<file path="src/rtl/out_bank_sched.sv">
// -----------------------------------------------------------------------------
// out_bank_sched
//   Scheduler for the rotating codeword banks shared by the input writer, the
//   decoder and the output stage of the RS(204,188) decoder. Each bank moves
//   through FREE -> FILL -> DEC -> RDY -> READ -> FREE. Banks are taken in
//   strict round-robin order through three mod-NBANK pointers: write, decode
//   and read.
//
// Ports
//   clk       in   system clock
//   reset     in   synchronous, active-high reset
//   in_start  in   pulse: first byte of a new input codeword
//   in_end    in   pulse: last byte of the codeword has been written
//   dec_done  in   pulse: decoder finished the oldest decoding bank
//   out_done  in   pulse: out_stage emitted its last byte
//   wr_bank   out  bank the input writer must write
//   wr_en     out  high while the current input codeword owns wr_bank
//   dec_bank  out  bank currently presented to the decoder
//   rd_bank   out  bank out_stage must read
//   out_go    out  one-cycle start pulse to out_stage
//   rd_busy   out  high from out_go until out_done
//   overflow  out  pulse: in_start found no free bank, codeword dropped
//   seq_err   out  pulse: in_end/dec_done/out_done with no matching bank
// -----------------------------------------------------------------------------
module out_bank_sched #(
    parameter int NBANK = 3,
    parameter int BW    = 2
) (
    input  logic          clk,
    input  logic          reset,
    input  logic          in_start,
    input  logic          in_end,
    input  logic          dec_done,
    input  logic          out_done,
    output logic [BW-1:0] wr_bank,
    output logic          wr_en,
    output logic [BW-1:0] dec_bank,
    output logic [BW-1:0] rd_bank,
    output logic          out_go,
    output logic          rd_busy,
    output logic          overflow,
    output logic          seq_err
);

    typedef enum logic [2:0] {
        B_FREE = 3'd0,
        B_FILL = 3'd1,
        B_DEC  = 3'd2,
        B_RDY  = 3'd3,
        B_READ = 3'd4
    } bank_state_t;

    bank_state_t   bank_q [NBANK];
    bank_state_t   bank_d [NBANK];

    logic [BW-1:0] wr_ptr, wr_ptr_d;
    logic [BW-1:0] dec_ptr, dec_ptr_d;
    logic [BW-1:0] rd_ptr, rd_ptr_d;

    logic [BW-1:0] wr_bank_d, rd_bank_d;
    logic          wr_en_d, rd_busy_d;
    logic          out_go_d, overflow_d, seq_err_d;

    function automatic logic [BW-1:0] ptr_inc(input logic [BW-1:0] p);
        if (p == BW'(NBANK - 1))
            return '0;
        else
            return p + 1'b1;
    endfunction

    assign dec_bank = dec_ptr;

    always_comb begin
        bank_d     = bank_q;
        wr_ptr_d   = wr_ptr;
        dec_ptr_d  = dec_ptr;
        rd_ptr_d   = rd_ptr;
        wr_bank_d  = wr_bank;
        wr_en_d    = wr_en;
        rd_bank_d  = rd_bank;
        rd_busy_d  = rd_busy;
        out_go_d   = 1'b0;
        overflow_d = 1'b0;
        seq_err_d  = 1'b0;

        // Read launch looks only at registered state. It can never collide
        // with out_done (which needs rd_busy=1) and touches a RDY bank that no
        // other event below can touch.
        if (!rd_busy && bank_q[rd_ptr] == B_RDY) begin
            bank_d[rd_ptr] = B_READ;
            rd_bank_d      = rd_ptr;
            rd_ptr_d       = ptr_inc(rd_ptr);
            out_go_d       = 1'b1;
            rd_busy_d      = 1'b1;
        end

        // Events are applied in priority order on the working copy so that,
        // for example, a bank freed by out_done is allocatable this cycle.
        if (out_done) begin
            if (rd_busy) begin
                bank_d[rd_bank] = B_FREE;
                rd_busy_d       = 1'b0;
                // Pre-point rd_bank at the next bank so it is settled a cycle
                // before the following out_go.
                rd_bank_d       = rd_ptr;
            end else begin
                seq_err_d = 1'b1;
            end
        end

        if (dec_done) begin
            if (bank_d[dec_ptr] == B_DEC) begin
                bank_d[dec_ptr] = B_RDY;
                dec_ptr_d       = ptr_inc(dec_ptr);
            end else begin
                seq_err_d = 1'b1;
            end
        end

        if (in_end) begin
            if (wr_en) begin
                bank_d[wr_bank] = B_DEC;
                wr_en_d         = 1'b0;
            end else begin
                seq_err_d = 1'b1;
            end
        end

        if (in_start) begin
            // A still-open codeword (missing in_end) is closed as if in_end came.
            if (wr_en_d) begin
                bank_d[wr_bank] = B_DEC;
                wr_en_d         = 1'b0;
                seq_err_d       = 1'b1;
            end
            if (bank_d[wr_ptr] == B_FREE) begin
                bank_d[wr_ptr] = B_FILL;
                wr_bank_d      = wr_ptr;
                wr_en_d        = 1'b1;
                wr_ptr_d       = ptr_inc(wr_ptr);
            end else begin
                overflow_d = 1'b1;
            end
        end
    end

    always_ff @(posedge clk) begin
        if (reset) begin
            for (int i = 0; i < NBANK; i++) bank_q[i] <= B_FREE;
            wr_ptr   <= '0;
            dec_ptr  <= '0;
            rd_ptr   <= '0;
            wr_bank  <= '0;
            wr_en    <= 1'b0;
            rd_bank  <= '0;
            rd_busy  <= 1'b0;
            out_go   <= 1'b0;
            overflow <= 1'b0;
            seq_err  <= 1'b0;
        end else begin
            bank_q   <= bank_d;
            wr_ptr   <= wr_ptr_d;
            dec_ptr  <= dec_ptr_d;
            rd_ptr   <= rd_ptr_d;
            wr_bank  <= wr_bank_d;
            wr_en    <= wr_en_d;
            rd_bank  <= rd_bank_d;
            rd_busy  <= rd_busy_d;
            out_go   <= out_go_d;
            overflow <= overflow_d;
            seq_err  <= seq_err_d;
        end
    end

endmodule

</file>
<file path="config.mk">
export PLATFORM = sky130hd
export DESIGN_NAME = out_bank_sched
export DESIGN_NICKNAME = d
export VERILOG_FILES = /design/src/rtl/out_bank_sched.sv
export SDC_FILE = /design/constraint.sdc
export NUM_CORES = 1
export LEC_CHECK = 0
export ABC_AREA = 1
export BUFFER_PORTS_ARGS = -buffer_cell sky130_fd_sc_hd__buf_2
export CAP_MARGIN = 20
export CORE_MARGIN = 1.5
export CORE_UTILIZATION = 28
export DETAILED_ROUTE_END_ITERATION = 8
export SYNTH_ARGS = -nofsm -noshare
export SYNTH_HDL_FRONTEND = slang
export SYNTH_SLANG_ARGS = --single-unit
</file>
<file path="constraint.sdc">
create_clock -name clk -period 3.57 [get_ports clk]
set_input_delay 0.1785 -clock clk [delete_from_list [all_inputs] [get_ports clk]]
set_output_delay 0.1785 -clock clk [all_outputs]
set_load 0.02 [all_outputs]
</file>
==> results of run 1 <==
## kinds of logic (layout without fill, tap and decap cells)
group,count (synthesis),count (layout),synth area share (%)
and+or+nand+nor,112,112,42.7
AOI/OAI and AO/OA,31,31,13.8
buffers and inverters,31,48,8.56
DFF,24,24,35.0
## cell type report
type                    count  area [µm²]
well taps                  67        83.8
clock buffers               4        55.1
multi-input cells         143         776
flip-flops and latches     24         480
inverters                  28         105
repair buffers             16        80.1
fillers                   504        3140
## power groups by stage
stage	Combinational, W	Sequential [W]	Clock, W
2_1_floorplan	0.000277	0.000375	0
3_3_place_gp	0.000368	0.000363	0
3_5_place_dp	0.000369	0.000362	0
4_1_cts	0.000372	0.000356	0.000195
5_1_grt	0.000418	0.000364	0.000204
6_report	0.000371	0.000357	0.000191
## cell usage in the layout (no fill, tap or decap)
| cell type | synthesis | final |
|---|---|---|
| sky130_fd_sc_hd__nand2_2 | 4 | 4 |
| sky130_fd_sc_hd__nand4_1 | 4 | 4 |
| sky130_fd_sc_hd__o21ai_2 | 1 | 1 |
| sky130_fd_sc_hd__clkbuf_8 | 0 | 4 |
| sky130_fd_sc_hd__nand3_4 | 1 | 1 |
| sky130_fd_sc_hd__dfxtp_1 | 24 | 24 |
| sky130_fd_sc_hd__nor4_1 | 2 | 2 |
| sky130_fd_sc_hd__a22oi_1 | 1 | 1 |
| sky130_fd_sc_hd__nand3_1 | 18 | 18 |
| sky130_fd_sc_hd__o22ai_1 | 1 | 1 |
| sky130_fd_sc_hd__nor2_2 | 2 | 2 |
| sky130_fd_sc_hd__a31oi_1 | 1 | 1 |
| sky130_fd_sc_hd__nand4_2 | 1 | 1 |
| sky130_fd_sc_hd__nor2_4 | 1 | 1 |
| sky130_fd_sc_hd__a21oi_1 | 14 | 14 |
| sky130_fd_sc_hd__a211oi_1 | 1 | 1 |
| sky130_fd_sc_hd__nand2_1 | 41 | 41 |
| sky130_fd_sc_hd__inv_2 | 3 | 3 |
| sky130_fd_sc_hd__nand2_4 | 3 | 3 |
| sky130_fd_sc_hd__nor3_1 | 4 | 4 |
| sky130_fd_sc_hd__buf_2 | 1 | 16 |
| sky130_fd_sc_hd__o21ai_0 | 6 | 6 |
| sky130_fd_sc_hd__a2111oi_0 | 1 | 1 |
| sky130_fd_sc_hd__a21oi_2 | 5 | 5 |
| sky130_fd_sc_hd__nand3_2 | 9 | 9 |
| sky130_fd_sc_hd__inv_1 | 25 | 25 |
| sky130_fd_sc_hd__nor2_1 | 22 | 22 |
## critical path, cell delays in order (launching register included)
cell and delay [ns]:
sky130_fd_sc_hd__dfxtp_1 0.46, sky130_fd_sc_hd__inv_2 0.11, sky130_fd_sc_hd__nand3_1 0.08, sky130_fd_sc_hd__nand2_1 0.09
sky130_fd_sc_hd__nor2_4 0.14, sky130_fd_sc_hd__nand4_1 0.27, sky130_fd_sc_hd__nand4_1 0.16, sky130_fd_sc_hd__nand2_1 0.07
sky130_fd_sc_hd__nand2_2 0.08, sky130_fd_sc_hd__nand2_4 0.07, sky130_fd_sc_hd__nand3_2 0.08, sky130_fd_sc_hd__nand2_1 0.09
sky130_fd_sc_hd__nor2_1 0.17, sky130_fd_sc_hd__a21oi_2 0.07, sky130_fd_sc_hd__nand2_4 0.12, sky130_fd_sc_hd__nand2_4 0.06
sky130_fd_sc_hd__nand2_1 0.08, sky130_fd_sc_hd__a21oi_2 0.05
## state kept, by name, indices dropped and copies added (netlist names)
name / flops
bank_q: 9
dec_bank: 2
out_go: 1
overflow: 1
rd_bank: 2
rd_busy: 1
rd_ptr: 2
seq_err: 1
wr_bank: 2
wr_en: 1
wr_ptr: 2
## layer usage
metal	wire (µm)	global-route usage (%)	vias up
li1	-	-	686
met1	1640	18.2	588
met2	1480	22.2	35
met3	210	3.18	6
met4	44	2.73	0
met5	0	0	-
## Yosys cell counts (3+ instances only)
library cell	instances
sky130_fd_sc_hd__nor3_1	4
sky130_fd_sc_hd__nand3_1	18
sky130_fd_sc_hd__inv_2	3
sky130_fd_sc_hd__a21oi_1	14
sky130_fd_sc_hd__nand2_2	4
sky130_fd_sc_hd__nand2_1	41
sky130_fd_sc_hd__dfxtp_1	24
sky130_fd_sc_hd__inv_1	25
sky130_fd_sc_hd__nand2_4	3
sky130_fd_sc_hd__o21ai_0	6
sky130_fd_sc_hd__nor2_1	22
sky130_fd_sc_hd__nand4_1	4
sky130_fd_sc_hd__a21oi_2	5
sky130_fd_sc_hd__nand3_2	9
## metrics by stage
stage	instance area (µm²)	total power [W]	cells	util [%]
after global placement	1530	0.000731	278	32.3
after CTS	1580	0.000923	282	33.5
after global routing	1580	0.000986	282	33.5
final	1580	0.000919	282	33.5
after floorplan	1370	0.000652	198	-
after detailed placement	1530	0.000731	278	32.3
## worst min-delay path by stage
| stage | slack (ns) | cells after the start | end | from |
|---|---|---|---|---|
| floorplan | 0.34 | 2 | dec_bank[1] | dec_done |
| global placement | 0.47 | 4 | rd_busy | out_done |
| detailed placement | 0.48 | 4 | rd_busy | out_done |
| CTS | 0.19 | 4 | rd_busy | out_done |
| global route | 0.22 | 4 | rd_busy | out_done |
| finish | 0.19 | 4 | rd_busy | out_done |
==> metrics list, run 1 <==
* Status: finished clean
- Die height: 73.0 µm
- The worst register-to-register path has a depth of 17.
* Post-detail-place hpwl: 2600 µm
- Setup repair after global routing left no endpoint under its margin.
- Number of placement rows: 25
* Starting DRT DRC Count: 73
- Clock root buffer: sky130_fd_sc_hd__clkbuf_8
- Once detail routing completed, the nets flagged for antenna violations numbered 0.
* Sw Share: 41.8%
- DRT Pass-1 Iters: 6
- Final wirelength: 3380 µm
* Share of total power in sequential cells: 38.9%
- Ys flop type: sky130_fd_sc_hd__dfxtp_1
- The worst setup path is captured at a flip-flop.
- In this run the number of H-tree levels came out at 1.
- Area of the die: 0.00534 mm²
- The critical path ends at wr_bank[1].
* Fraction of the yosys area taken by sequential cells: 35.0%
- Areal power density over the cells: 582 mW/mm²
- Combinational logic burns 40.4% of the power.
- The top cell type by area accounts for 35.0% of the synthesized area.
- Biggest area consumer among synthesized cells: sky130_fd_sc_hd__dfxtp_1
- Chip width: 73.0 µm
- For this run, asynchronously set or reset flops after synthesis account for 0%.
* Synth unique cells: 27
- Leakage: 0.689 nW
* Cell-internal power: 0.000535 W
- Startpoint kind of the worst setup timing path: flip-flop
- Cells with a size suffix above 1 make up 23.3% of the layout.
* Total vias in the final route: 1,315
- Worst setup path startpoint: rd_ptr[1]
* Pin count of the biggest net entering global routing: 21
* Worst vdd ir: 0.258 mV
- The number of max-slew violations in the final report is 0.
- The number of global-route vias before repair is 1,217.
- Routability-driven placement congestion ratio: 0.856
- Dominant cells by area after synthesis: sky130_fd_sc_hd__dfxtp_1 35%, sky130_fd_sc_hd__nand2_1 11%, sky130_fd_sc_hd__inv_1 6.8%
- In this run the register-to-register setup slack is 1.19 ns.
* CTS tree: yes
- Effective utilization at floorplan: 29.1%
- Hold-fix buffers at CTS: 0
- Psw: 0.000384 W
- Sinks on Clock Net: 24
* WL per Instance: 12.0 µm
- Total negative slack for setup checks: 0 ns
* Later-pin clock latency in the skew report: 0.27 ns
- After the last flow step, the layout net total stands at 222.
- Arrival @ worst endpoint: 2.53 ns
- Final count of hold timing violations: 0
* Required time of the critical path: 3.72 ns
- GRT Util Overall: 13.6%
- Number of port buffers: 16
- Critical path class: flip-flop to flip-flop
* Detailed-route vias per instance: 4.66
- In this run the critical register-to-register path is captured at wr_bank[1].
- The number of antenna violations at the first check in global routing came to 0.
- Count of synthesis-stage warnings from yosys: 0
* First-pass GRT wire length: 5610 µm
- Setup violations remaining at the end of the flow were counted as 0.
- The number of nets handed over by synthesis was 204.
- Counting the buffers created by CTS gives 3.
- Fin crit share: 66.7%
- Buffer count from post-CTS setup fixing: 0
- Register bit total from synthesis: 24
- After layout, the minimum clock period comes to 2.38 ns.
- Number of gates resized after cts: 0
- A synthesized cell averages 6.94 µm².
- Remaining global-route overflow: 0
* Worst-path fanout max: 6
- Critical R2R Launch: rd_ptr[1]
* Pre-CTS WS: 1.23 ns
- Final hold analysis gives a worst-case slack of 0.191 ns.
- Min-delay worst type: input port to flip-flop
- Upper clock frequency limit: 420 MHz
* Gate count after technology mapping: 198
- From synthesis to final layout, the design area changed by 15.0%.
- The number of antenna diodes in the final layout is 0.
- Final worst clock skew: 0.00317 ns
- Measured against its own limit, the worst slew margin works out to 69.0%.
- Once routing completed, OpenROAD measured the worst setup slack at 1.19 ns.
- The clock passes through at most 2 buffers.
- Transition time of the tightest slew-check pin: 0.461 ns
- The total area inside the core boundary comes to 0.00472 mm².
- Reported max-cap violation count: 0
* Remaining DRCs: 0
* Proportion of power drawn by the clock network: 20.8%
- Number of top-level design ports: 17
- Summing every instance area after synthesis gives 0.00137 mm².
- The synthesized design contains 0 enable-type register cells.
* Clock-pin slew of the registers on the worst-case setup and hold paths: 0.09 ns
Power figures use the tool's default switching activity.
==> run 2: changes to the inputs <==
- clock period: 3.57 -> 2.3 ns (I/O delays scaled with it)
==> run 2 against run 1 <==
  * Global-route usage is 1.2 points higher
  * Clock power increased by 56%
  * Utilization up 4.0 points
  * Maximum frequency up 11%
  * Power up 68%
  * Setup slack lost 1.0 ns
  * Die area unchanged
  * Combinational power increased by 85%
  * Flip-flop and latch count is the same
  * Largest power group unchanged
  * Critical path type unchanged
  * Register-to-register slack got worse by 1.0 ns
  * Clock skew decreased by 0.00066 ns
==> metrics list, run 2 (synthesis gave the netlist of run 1 again) <==
* Fraction of layout cells with a size suffix above 1: 34.8% (was 23.3%)
* Number of port buffers: 16 (unchanged)
- The total clock sinks is 24 (unchanged).
- The minimum setup slack among reg-to-reg paths was 0.15 ns (was 1.19 ns).
- Routability-driven placement congestion ratio: 0.852 (was 0.856)
- The total clock buffers created by CTS came to 3 (unchanged).
* Highest-count cells in the layout ignoring fill and taps: 31 x sky130_fd_sc_hd__nand2_1, 25 x sky130_fd_sc_hd__inv_1, 22 x sky130_fd_sc_hd__dfxtp_1, 21 x sky130_fd_sc_hd__nor2_1 (was 41 x sky130_fd_sc_hd__nand2_1, 25 x sky130_fd_sc_hd__inv_1, 24 x sky130_fd_sc_hd__dfxtp_1, 22 x sky130_fd_sc_hd__nor2_1, 18 x sky130_fd_sc_hd__nand3_1)
* Critical path capture point: wr_ptr[0] (was wr_bank[1])
* Clock period minus final worst setup slack: 2.15 ns (was 2.38 ns)
- Later-pin clock latency in the skew report: 0.27 ns (about the same)
- Path depth of the worst reg2reg path: 19 (was 17)
* Most used cell, CP: sky130_fd_sc_hd__nand2_2 (was sky130_fd_sc_hd__nand2_1)
- Remaining global-route overflow: 0 (unchanged)
- Share of total power in sequential cells: 36.3% (was 38.9%)
- Overall power after layout: 0.00154 W (was 0.000919 W)
* Final count of hold timing violations: 0 (unchanged)
- The share of the clock period used by the worst path after layout is 93.3% (was 66.7%).
- The total global routing track utilization came to 14.8% (was 13.6%).
- Finished layout cell area: 0.00177 mm² (was 0.00158 mm²)
* CTS tree: yes (unchanged)
- The total DRC errors in the routed layout is 0 (unchanged).
* Final Instance Count excl. Fillers: 294 (was 282)
- The launching point of the worst reg2reg path is rd_ptr[1] (unchanged).
- Number of global-route vias before repair: 1,369 (was 1,217)
* Combinational share of power: 44.4% (was 40.4%)
- The endpoint arrival time on the critical path is 2.36 ns (was 2.53 ns).
- Detailed-route vias per instance: 4.63 (was 4.66)
- Critical path class: flip-flop to flip-flop (unchanged)
- Areal power density over the cells: 872 mW/mm² (was 582 mW/mm²)
* Number of placement rows: 25 (unchanged)
* Number of top-level design ports: 17 (unchanged)
- Number of cells in the design after placement: 288 (was 278)
- The worst-case setup margin in the final layout was 0.154 ns (was 1.19 ns).
- The slowest stage cell on the critical path was sky130_fd_sc_hd__dfxtp_4 (was sky130_fd_sc_hd__dfxtp_1).
- The number of cells on the worst hold path was 4 (unchanged).
- Clock root buffer: sky130_fd_sc_hd__clkbuf_8 (unchanged)
* Clock-pin slew of the registers on the worst-case setup and hold paths: 0.09 ns (about the same)
- Remaining antenna violation count after routing: 0 (unchanged)
- The number of max-slew violations in the final report is 0 (unchanged).
- Antenna violations before repair: 0 (unchanged)
* Final wirelength: 3560 µm (was 3380 µm)
* Pin count of the biggest net entering global routing: 21 (unchanged)
* DRT Pass-1 Iters: 4 (was 6)
* Area of the die: 0.00534 mm² (unchanged)
- Endpoint of the worst register-to-register path: wr_ptr[0] (was wr_bank[1])
* Max FFs per register: 9 (unchanged)
* Filler cell count: 506 (was 504)
- The vias after detailed routing was 1,362 (was 1,315).
* Diodes inserted: 0 (unchanged)
- Most common cell after layout, fill and taps aside: sky130_fd_sc_hd__nand2_1 (unchanged)
- The share of the core filled with cells is 37.5% (was 33.5%).
- The slew of the pin with the lowest slew margin came to 0.419 ns (was 0.461 ns).
- The post-DP HPWL came to 2680 µm (was 2600 µm).
- The initial standard-cell utilization of the core was 29.1% (unchanged).
- The first element of the critical path is rd_ptr[1] (unchanged).
- Cell-internal power: 0.000895 W (was 0.000535 W)
- Crit-path cells: nor2_4, nand2_2, nand2_2, nor2_4, nand4_4, nand2_2, nor2_1, nand2_1, nand2_1, nand2_2, nand2_4, nand3_2, nand2_2, o21ai_2, a21oi_2, nand2_4, nand2_4, nand2_1, a21oi_2 (was inv_2, nand3_1, nand2_1, nor2_4, nand4_1, nand4_1, nand2_1, nand2_2, nand2_4, nand3_2, nand2_1, nor2_1, a21oi_2, nand2_4, nand2_4, nand2_1, a21oi_2)
* Starting DRT DRC Count: 73 (unchanged)
- Worst-path fanout max: 6 (unchanged)
* Most flops, register: bank_q (unchanged)
- The first-pass GRT wire length was 6190 µm (was 5610 µm).
- The largest stage delay on the critical path was 0.39 ns (was 0.46 ns).
- Chip width: 73.0 µm (unchanged)
* Status: finished clean (unchanged)
* WL per Instance: 12.1 µm (was 12.0 µm)
- The die extent in y is 73.0 µm (unchanged).
* # H-tree levels: 1 (unchanged)
- Leakage: 0.757 nW (was 0.689 nW)
* Worst vdd ir: 0.379 mV (was 0.258 mV)
* Layout overhead on the synthesized area: 28.9% (was 15.0%)
* Relative slew slack: 72.0% (was 69.0%)
- The final layout net count was 234 (was 222).
* Startpoint kind of the worst setup timing path: flip-flop (unchanged)
* Upper clock frequency limit: 466 MHz (was 420 MHz)
* RSZ-0062 raised after global routing: yes (was no)
- The power spent charging and discharging nets came to 0.000650 W (was 0.000384 W).
* Required time of the critical path: 2.51 ns (was 3.72 ns)
* Capturing element type of the critical path: flip-flop (unchanged)
* Count of endpoints failing setup in the final report: 0 (unchanged)
- The floorplan core area came to 0.00472 mm² (unchanged).
- Min-delay worst type: input port to flip-flop (unchanged)
- Hold-fix buffers at CTS: 0 (unchanged)
- Reported max-cap violation count: 0 (unchanged)
- The area after detailed placement came to 0.00160 mm² (was 0.00153 mm²).
* Final worst clock skew: 0.00250 ns (was 0.00317 ns)
- Pre-CTS WS: 0.0544 ns (was 1.23 ns)
- The number of buffers on the longest clock path was 2 (unchanged).
- Proportion of power drawn by the clock network: 19.3% (was 20.8%)
- Sw Share: 42.1% (was 41.8%)
run 2: power groups by stage:
stage	Sequential, W	Clock [W]	Combinational [W]
6_report	0.000561	0.000298	0.000685
5_1_grt	0.000571	0.000321	0.000758
4_1_cts	0.000550	0.000304	0.000615
3_5_place_dp	0.000560	0	0.000611
3_3_place_gp	0.000561	0	0.000612
2_1_floorplan	0.000582	0	0.000431
run 2: metal layers:
metal / vias to the layer above / share of wire, % / track usage [%]
li1: 712 / - / -
met1: 619 / 48 / 20.1
met2: 25 / 47 / 24.0
met3: 6 / 3.7 / 3.59
met4: 0 / 1.6 / 2.73
met5: - / 0 / 0
run 2: critical path, delay by kind of cell (launching register included):
kind	cells	cell delay (ns)
flip-flops	1	0.39
AO/OA/AOI/OAI	3	0.36
AND/OR/NAND/NOR	16	1.36
run 2: cell type report:
cell class / count / area (µm²) / share of cell area [%]
Clock buffer: 4 / 55.1 / 3.11
Tap cell: 67 / 83.8 / 4.73
Multi-Input combinational cell: 143 / 866 / 48.9
Timing Repair Buffer: 28 / 170 / 9.61
Sequential cell: 24 / 488 / 27.6
Inverter: 28 / 108 / 6.08
run 2: worst min path at each step:
stage	end	slack, ns	startpoint
floorplan	dec_bank[1]	0.27	dec_done
global placement	rd_busy	0.42	out_done
detailed placement	rd_busy	0.42	out_done
CTS	rd_busy	0.13	out_done
global route	rd_busy	0.19	out_done
finish	rd_busy	0.13	out_done
run 2: through the flow:
| step | hold WS (ns) | TNS (ns) |
|---|---|---|
| after floorplan | 0.275 | 0 |
| after global placement | 0.424 | 0 |
| after detailed placement | 0.423 | 0 |
| after CTS | 0.133 | 0 |
| after global routing | 0.185 | -0.0434 |
| final | 0.133 | 0 |
run 2: what timing repair did:
action,CTS,global route
setup endpoints to repair,0,9
hold endpoints to repair,0,0
resized for setup,0,26
setup buffers,0,2
==> run 3: changes to the inputs <==
==> constraint.sdc (replaced) <==
create_clock -name clk -period 2.3 [get_ports clk]
set_input_delay 0.345 -clock clk [delete_from_list [all_inputs] [get_ports clk]]
set_output_delay 0.345 -clock clk [all_outputs]
set_load 0.02 [all_outputs]
==> run 3 against run 2 <==
  * Critical path depth increased by 1
  * Power is 3.2% lower
  * Sequential share of layout area increased by 0.58 points
  * Highest routed layer unchanged
  * Global-route usage is 0.38 points lower
  * Critical path type unchanged
  * Clock skew grew 0.00079 ns
  * Combinational power about the same
  * Final cell count fell by 0.68%
  * Wire length decreased by 0.82%
  * Utilization fell by 0.77 points
  * Flip-flop and latch count unchanged
==> metrics list, run 3 (synthesis gave the netlist of run 1 again) <==
- Status: finished clean (unchanged).
* Antenna violations before repair: 0 (unchanged)
- The final routed wirelength across all metal layers was 3530 µm (was 3560 µm).
* Startpoint kind of the worst setup timing path: flip-flop (unchanged)
- The number of H-tree branching levels came to 1 (unchanged).
- Maximum buffer depth of the clock tree: 2 (unchanged)
- Upper clock frequency limit: 465 MHz (was 466 MHz)
* Final worst clock skew: 0.00330 ns (was 0.00250 ns)
* Layout overhead on the synthesized area: 26.2% (was 28.9%)
- Routability-driven placement congestion ratio: 0.853 (was 0.852)
- The data required time of the worst path came to 2.47 ns (was 2.51 ns).
- Number of port buffers: 16 (unchanged)
- The worst ir drop on vdd is 0.463 mV (was 0.379 mV).
* Die height: 73.0 µm (unchanged)
* Pin count of the biggest net entering global routing: 21 (unchanged)
- Remaining DRCs: 0 (unchanged)
* Most common cell after layout, fill and taps aside: sky130_fd_sc_hd__nand2_1 (unchanged)
* DRT Pass-1 Iters: 4 (unchanged)
- The post-layout instance count excluding filler cells is 292 (was 294).
- The number of global-route vias before repair came to 1,363 (was 1,369).
* RSZ-0062 raised after global routing: yes (unchanged)
* Later-pin clock latency in the skew report: 0.26 ns (was 0.27 ns)
- The power density relative to cell area came to 862 mW/mm² (was 872 mW/mm²).
- The share of final-layout standard cells stronger than drive strength 1 was 33.8% (was 34.8%).
* Min-delay worst type: input port to flip-flop (unchanged)
- Clock period minus final worst setup slack: 2.15 ns (about the same)
- Max FFs per register: 9 (unchanged)
- The leakage power of the design was 0.745 nW (was 0.757 nW).
* Arrival @ worst endpoint: 2.31 ns (was 2.36 ns)
* Number of cells in the design after placement: 288 (unchanged)
* Slew Limit Fails: 0 (unchanged)
* Clock-pin slew of the registers on the worst-case setup and hold paths: 0.08 ns (was 0.09 ns)
- The total clock buffers created by CTS was 3 (unchanged).
- The die area came to 0.00534 mm² (unchanged).
- CTS tree: yes (unchanged)
- The DRC marker count from the first detailed-route iteration came to 76 (was 73).
- The placement row count came to 25 (unchanged).
- Count of endpoints failing setup in the final report: 0 (unchanged)
- Overall power after layout: 0.00149 W (was 0.00154 W)
* Register-to-register setup slack: 0.15 ns (about the same)
- The total global routing track utilization is 14.4% (was 14.8%).
- The total grt overflow came to 0 (unchanged).
- The vias after detailed routing is 1,389 (was 1,362).
* First-pass GRT wire length: 6100 µm (was 6190 µm)
* Highest-count cells in the layout ignoring fill and taps: 32 x sky130_fd_sc_hd__nand2_1, 25 x sky130_fd_sc_hd__inv_1, 22 x sky130_fd_sc_hd__dfxtp_1, 20 x sky130_fd_sc_hd__nor2_1, 17 x sky130_fd_sc_hd__nand3_1 (was 31 x sky130_fd_sc_hd__nand2_1, 25 x sky130_fd_sc_hd__inv_1, 22 x sky130_fd_sc_hd__dfxtp_1, 21 x sky130_fd_sc_hd__nor2_1)
- The mean number of vias per cell is 4.76 (was 4.63).
- Filler cell count: 505 (was 506)
* WL per Instance: 12.1 µm (about the same)
* Most flops, register: bank_q (unchanged)
- The number of placed I/O pins is 17 (unchanged).
- The final number of hold-violating endpoints came to 0 (unchanged).
- The floorplan core area was 0.00472 mm² (unchanged).
* Sinks on Clock Net: 24 (unchanged)
- The share of the clock period used by the worst path after layout is 93.4% (was 93.3%).
- The capturing element type of the critical path was a flip-flop (unchanged).
* Diodes inserted: 0 (unchanged)
- The count of antenna-violating nets left after detailed routing came to 0 (unchanged).
- Reported max-cap violation count: 0 (unchanged)
- Layout net count: 233 (was 234)
- Worst-path fanout max: 6 (unchanged)
- The slew of the pin with the lowest slew margin was 0.421 ns (was 0.419 ns).
- Post-detail-place hpwl: 2660 µm (was 2680 µm)
- Critical path class: flip-flop to flip-flop (unchanged)
- Clock root buffer: sky130_fd_sc_hd__clkbuf_8 (unchanged)
* Effective utilization at floorplan: 29.1% (unchanged)
* Chip width: 73.0 µm (unchanged)
- Relative slew slack: 72.0% (about the same)
==> run 3: cell type report <==
cell class / count / area, µm² / share of cell area [%]
well taps: 67 / 83.8 / 4.83
clock buffers: 3 / 41.3 / 2.38
repair buffers: 27 / 163 / 9.38
multi-input cells: 143 / 853 / 49.2
flip-flops and latches: 24 / 488 / 28.1
inverters: 28 / 105 / 6.06
==> run 3: metal layers <==
metal / global-route usage, % / vias up / part of all wire (%)
li1: - / 713 / -
met1: 19.4 / 642 / 49
met2: 23.2 / 28 / 47
met3: 3.73 / 6 / 3.5
met4: 3.14 / 0 / 1.3
met5: 0 / - / 0
==> run 3: path summary, 6_finish.rpt <==
| check | startpoint | endpoint | cells after the start |
|---|---|---|---|
| hold reg to reg | wr_bank[1] | wr_bank[1] | 2 |
| setup / recovery | rd_ptr[1] | wr_ptr[1] | 20 |
| hold / removal | out_done | rd_busy | 4 |
| setup reg to reg | rd_ptr[1] | wr_ptr[1] | 20 |
==> run 3: metrics by stage <==
stage | setup slack [ns] | utilization (%) | TNS (ns) | cell area (µm²) | hold WS, ns
finish | 0.151 | 36.7 | 0 | 1730 | 0.374
global route | -0.0538 | 36.7 | -0.171 | 1730 | 0.411
CTS | 0.0390 | 34.8 | 0 | 1640 | 0.367
detailed placement | 0.0606 | 33.9 | 0 | 1600 | 0.509
global placement | 0.0567 | 33.9 | 0 | 1600 | 0.510
floorplan | 0.265 | - | 0 | 1370 | 0.493
==> run 3: power breakdown <==
part	switching (W)	internal, W	leakage [nW]
clock	0.000133	0.000117	0.0216
sequential	0.0000772	0.000482	0.197
combinational	0.000423	0.000261	0.527
==> run 3: timing repair <==
| action | in CTS | in global routing |
|---|---|---|
| gates resized for setup | 0 | 24 |
| endpoints found under the setup margin | 0 | 9 |
| hold buffers | 0 | 0 |
| setup buffers | 0 | 1 |
| hold endpoints to repair | 0 | 0 |
==> run 3: worst max-delay path, cell delays in order (launching register included) <==
cell and delay, ns:
sky130_fd_sc_hd__dfxtp_4 0.38, sky130_fd_sc_hd__nor2_4 0.19, sky130_fd_sc_hd__nand2_2 0.11, sky130_fd_sc_hd__nand3_4 0.11, sky130_fd_sc_hd__nand4_4 0.13, sky130_fd_sc_hd__nand2_2 0.10
sky130_fd_sc_hd__nand2_2 0.06, sky130_fd_sc_hd__nand2_1 0.07, sky130_fd_sc_hd__nand2_1 0.06, sky130_fd_sc_hd__nand2_2 0.09, sky130_fd_sc_hd__nand2_4 0.07, sky130_fd_sc_hd__nand3_2 0.05
sky130_fd_sc_hd__nand2_1 0.06, sky130_fd_sc_hd__nand2_1 0.06, sky130_fd_sc_hd__nand2_1 0.05, sky130_fd_sc_hd__nand2_1 0.06, sky130_fd_sc_hd__nand2_2 0.06, sky130_fd_sc_hd__nand2_4 0.11
sky130_fd_sc_hd__nand3_2 0.09, sky130_fd_sc_hd__nand2_1 0.09, sky130_fd_sc_hd__a21oi_2 0.03
